### config.mk
export PLATFORM = sky130hd
export DESIGN_NAME = interleave_probe_seq
export DESIGN_NICKNAME = d
export VERILOG_FILES = /design/src/rtl/interleave_pkg.sv /design/src/rtl/interleave_settle_cnt.sv /design/src/rtl/interleave_probe_seq.sv
export SDC_FILE = /design/constraint.sdc
export NUM_CORES = 1
export LEC_CHECK = 0
export CORE_UTILIZATION = 50
export DETAILED_ROUTE_END_ITERATION = 7
export MAX_ROUTING_LAYER = met4
export PLACE_DENSITY = 0.8
export SETUP_SLACK_MARGIN = 0.15
export SLEW_MARGIN = 20
export SYNTH_ARGS = -nofsm -noshare
export SYNTH_HDL_FRONTEND = slang
export SYNTH_SLANG_ARGS = --single-unit
### constraint.sdc
create_clock -name clk -period 3 [get_ports clk]
set_clock_uncertainty 0.2 [all_clocks]
set_input_delay 0.9 -clock clk [delete_from_list [all_inputs] [get_ports clk]]
set_output_delay 0.9 -clock clk [all_outputs]
set_load 0.02 [all_outputs]
### src/rtl/interleave_pkg.sv
// Shared types and default widths for the interleave probe sequencer.
package interleave_pkg;

  typedef enum logic [1:0] {
    IDLE   = 2'd0,
    SETTLE = 2'd1,
    HOLD   = 2'd2
  } state_t;

  localparam int DEF_VW       = 10;
  localparam int DEF_NW       = 4;
  localparam int DEF_SETTLE_W = 4;
  localparam int DEF_CNT_W    = 8;

endpackage

### src/rtl/interleave_settle_cnt.sv
// Settle-cycle counter: loads a count, decrements toward zero, flags zero.
module interleave_settle_cnt #(
  parameter int W = 4
) (
  input  logic         clk,
  input  logic         rst_n,
  input  logic         load,
  input  logic [W-1:0] load_val,
  input  logic         dec,
  output logic         zero
);

  logic [W-1:0] cnt;

  always_ff @(posedge clk or negedge rst_n) begin
    if (!rst_n) begin
      cnt <= '0;
    end else if (load) begin
      cnt <= load_val;
    end else if (dec && (cnt != '0)) begin
      cnt <= cnt - 1'b1;
    end
  end

  assign zero = (cnt == '0);

endmodule

### src/rtl/interleave_probe_seq.sv
// Drives one stimulus bit into an observed fan-out, snapshots it before and
// after a settle delay, and returns the pair as a record over valid/ready.
module interleave_probe_seq
  import interleave_pkg::*;
#(
  parameter int VW       = DEF_VW,
  parameter int NW       = DEF_NW,
  parameter int SETTLE_W = DEF_SETTLE_W,
  parameter int CNT_W    = DEF_CNT_W
) (
  input  logic                clk,
  input  logic                rst_n,
  input  logic                start,
  input  logic                stim_val,
  input  logic [SETTLE_W-1:0] settle,
  input  logic                abort,
  output logic                stim,
  input  logic [VW-1:0]       obs_v,
  input  logic [NW-1:0]       obs_n,
  output logic                busy,
  output logic                rec_valid,
  input  logic                rec_ready,
  output logic [VW-1:0]       rec_before_v,
  output logic [VW-1:0]       rec_after_v,
  output logic [NW-1:0]       rec_before_n,
  output logic [NW-1:0]       rec_after_n,
  output logic [VW+NW-1:0]    rec_changed,
  output logic                rec_stim,
  output logic [CNT_W-1:0]    run_count,
  output state_t              dbg_state
);

  // Record handshake: a record transfers on any rising edge where
  // rec_valid && rec_ready are both high; rec_valid, once raised, stays high
  // and the record fields stay frozen until that transfer or an abort/reset.

  localparam logic [CNT_W-1:0] CNT_MAX = {CNT_W{1'b1}};

  state_t state, state_n;
  logic   accept, capture, complete, drop;
  logic   cnt_load, cnt_dec, cnt_zero;

  interleave_settle_cnt #(.W(SETTLE_W)) u_settle_cnt (
    .clk      (clk),
    .rst_n    (rst_n),
    .load     (cnt_load),
    .load_val (settle),
    .dec      (cnt_dec),
    .zero     (cnt_zero)
  );

  always_ff @(posedge clk or negedge rst_n) begin
    if (!rst_n) state <= IDLE;
    else        state <= state_n;
  end

  always_comb begin
    state_n  = state;
    accept   = 1'b0;
    capture  = 1'b0;
    complete = 1'b0;
    cnt_dec  = 1'b0;
    unique case (state)
      IDLE: begin
        // An abort in IDLE masks a simultaneous start.
        if (start && !abort) begin
          accept  = 1'b1;
          state_n = SETTLE;
        end
      end
      SETTLE: begin
        if (abort) begin
          state_n = IDLE;
        end else if (cnt_zero) begin
          capture = 1'b1;
          state_n = HOLD;
        end else begin
          cnt_dec = 1'b1;
        end
      end
      HOLD: begin
        if (abort) begin
          state_n = IDLE;
        end else if (rec_ready) begin
          complete = 1'b1;
          state_n  = IDLE;
        end
      end
      default: state_n = IDLE;
    endcase
  end

  assign cnt_load  = accept;
  assign drop      = (state != IDLE) && (state_n == IDLE);
  assign busy      = (state != IDLE);
  assign dbg_state = state;

  always_ff @(posedge clk or negedge rst_n) begin
    if (!rst_n) begin
      stim         <= 1'b0;
      rec_stim     <= 1'b0;
      rec_before_v <= '0;
      rec_before_n <= '0;
      rec_after_v  <= '0;
      rec_after_n  <= '0;
      rec_changed  <= '0;
      rec_valid    <= 1'b0;
      run_count    <= '0;
    end else begin
      if (accept) begin
        rec_before_v <= obs_v;
        rec_before_n <= obs_n;
        stim         <= stim_val;
        rec_stim     <= stim_val;
      end
      if (capture) begin
        rec_after_v <= obs_v;
        rec_after_n <= obs_n;
        rec_changed <= {obs_n ^ rec_before_n, obs_v ^ rec_before_v};
        rec_valid   <= 1'b1;
      end else if (drop) begin
        rec_valid <= 1'b0;
      end
      if (complete && (run_count != CNT_MAX)) begin
        run_count <= run_count + 1'b1;
      end
    end
  end

endmodule

==> results.cfg <==
[route]
vias = 2003
drc_errors = 0
ant_nets = 0
wl_per_cell_um = 14.6
via_per_inst = 5.19
firstDrtPassIters = 5
drtIter0Drc = 106
postRouteWirelength_mm = 5.62

[critical_path]
critPathKind = reg -> out
critPathMaxStageDelay_ps = 540
reg2reg_slack_ps = 1110
end_kind = output port
critPathTopFamily = buffers and inverters
crit_slowest_cell = clkdlybuf4s50_1
worst_setup_path_start_kind = flop
crit_buf_inv = 1
crit_chain = or2_2 -> clkdlybuf4s50_1
crit_fanout = 11
worst-endpoint-required_ps = 1900
crit_arrival_ps = 1700

[placed_design]
gp_congestion = 0.888
dpl_cell_area_um2 = 3500
portBuffers = 79
dpl_worst_slack_ps = 152
dpl.cell_count = 370
dp_hpwl_mm = 3.89

[synthesis]
syn_inst = 226
synth_seq_cells = 58
postSynth.asyncResetShare_pct = 100
seq_area_frac_synth_pct = 55.0
synth_ff_type = dfrtp_1
synthesis.area_um2 = 2640
syn_avg_cell_area_um2 = 11.7
synth.top_cell.area_share_pct = 55.0
yosysTopAreaCell = dfrtp_1
synthDistinctLibCells = 41
yosys_warnings = 0
syn_nets = 252
yosys-top-cells-area = dfrtp_1 (55%), mux2_2 (9.4%), nand2_1 (7.7%), mux2_4 (5.1%), xor2_1 (4.6%)
synth-edff-count = 0

[power_and_ir_drop]
ir_drop_uv = 403
power_density_nw_per_um2 = 871
finalPower_uw = 3240
p_leak_uw = 0.00177

[timing]
setup_viol = 0
tightest_slew_ps = 644
tns_ps = 0
max_freq_ghz = 0.357
finalHoldViolCount = 0
min_period_over_period_pct = 93.3
slew_viol_final = 0
min_period_ps = 2800
relSlewSlack_pct = 57.0
rsz0062_at_grt = no
fin_ws_ps = 200

[grt]
grt.total_usage_pct = 22.2
grt_antenna_before_repair = 0
grt_pass1_wl_mm = 8.82
grt_pass1_vias = 1948
grt_max_degree = 33
grt-ovfl-total = 0

[finish]
final_cell_mix = clkdlybuf4s50_1 (78), dfrtp_1 (58), nand2_1 (54), mux2_2 (22), xor2_1 (14)
final_common_cell = clkdlybuf4s50_1
ff_latch_area_um2 = 1450
antenna_cells = 0
area_growth_pct = 40.9
final_cell_count_no_fill = 386
fin_nets = 337
multi_input_area_um2 = 1110
stdcell_area_um2 = 3720
drive_gt1_share_pct = 18.4
fill_cells = 379

[cts]
ctsRootBufferMaster = clkbuf_8
clockBufferDepth = 2
postCtsHoldBufs = 0
cts_buffers = 9
cts.sinks = 58
postCtsSetupBuffers = 0
tritoncts = built
htreeDepth = 3
postCtsResizedCells = 0
clk_latency_ps = 330
path_clk_slew_ps = 70

[floorplan]
fp.dieArea_um2 = 5570
ios = 80
rows = 26
fp.dieH_um = 74.7
fp.dieW_um = 74.7
initial_utilization_pct = 51.7
coreArea_um2 = 5110

[run_status]
status = finished, final reports clean

[run]
drv_cap = 0

[min_path]
hp-class = reg -> reg
tightest hold or removal path, stage by stage (launching register included):
cell	delay [ps]
dfrtp_1	360
nand2_1	50
nand2_1	60
where the power goes:
part           total [µW]  leakage (µW)  switching (µW)  internal, µW
clock                 795      0.000116             311           484
sequential           1210      0.000763             175          1030
combinational        1240      0.000889             565           673
per-layer routing:
layer,vias up,GRT usage (%),part of all wire (%)
met5,-,-,0
met4,0,13.0,1.1
met3,6,4.28,4.3
met2,55,35.4,51
met1,993,26.3,44
li1,949,-,-
per-stage QoR:
step           hold WS, ps  utilization, %
5_1_grt                322            72.9
4_1_cts                311            72.9
3_3_place_gp           283            68.6
6_report               304            72.9
3_5_place_dp           296            68.6
2_1_floorplan          354               -
synth_stat cells, drive strengths merged, types with 2 or more instances:
master,count
and4bb,2
nor3,5
inv,2
ha,2
nor2b,2
nand3,4
or4,2
nand4,2
buf,9
mux2,31
nor2,9
o21ai,4
dfrtp,58
a21oi,3
nand2,54
or2,2
xor2,14
mux2i,2
a31oi,2
sequential cells by signal (all words and copies together) (netlist names):
| register | count |
|---|---|
| rec_changed | 14 |
| rec_before_v | 10 |
| u_settle_cnt.cnt | 4 |
| rec_after_v | 10 |
| dbg_state | 2 |
| rec_stim | 1 |
| rec_before_n | 4 |
| run_count | 8 |
| rec_after_n | 4 |
| rec_valid | 1 |
cell families after synthesis:
family	Yosys count	synth area share, %
DFF	58	55.0
buffers and inverters	12	3.27
adders and majority gates	2	0.948
AOI/OAI and AO/OA	17	4.50
muxes	33	15.3
xor gates and xnor gates	15	4.98
and+or+nand+nor	89	16.1
layout make-up:
cell class,count,share of cell area [%]
clock inverter,6,2.15
multi-input combinational,156,29.8
timing repair buffer,84,22.8
inverter,2,0.202
sequential,58,39.0
clock buffer,10,3.70
tap,70,2.35
path summary, 6_finish.rpt:
path                                      from             end  cells past startpoint
setup / recovery                  dbg_state[1]            busy                      2
hold / removal                        rec_stim        rec_stim                      2
setup reg to reg           u_settle_cnt.cnt[0]  rec_changed[3]                      6
hold reg to reg                       rec_stim        rec_stim                      2
max in group asynchronous                rst_n  rec_changed[9]                      2
min in group asynchronous                rst_n        rec_stim                      1
Power figures use the tool's default switching activity.
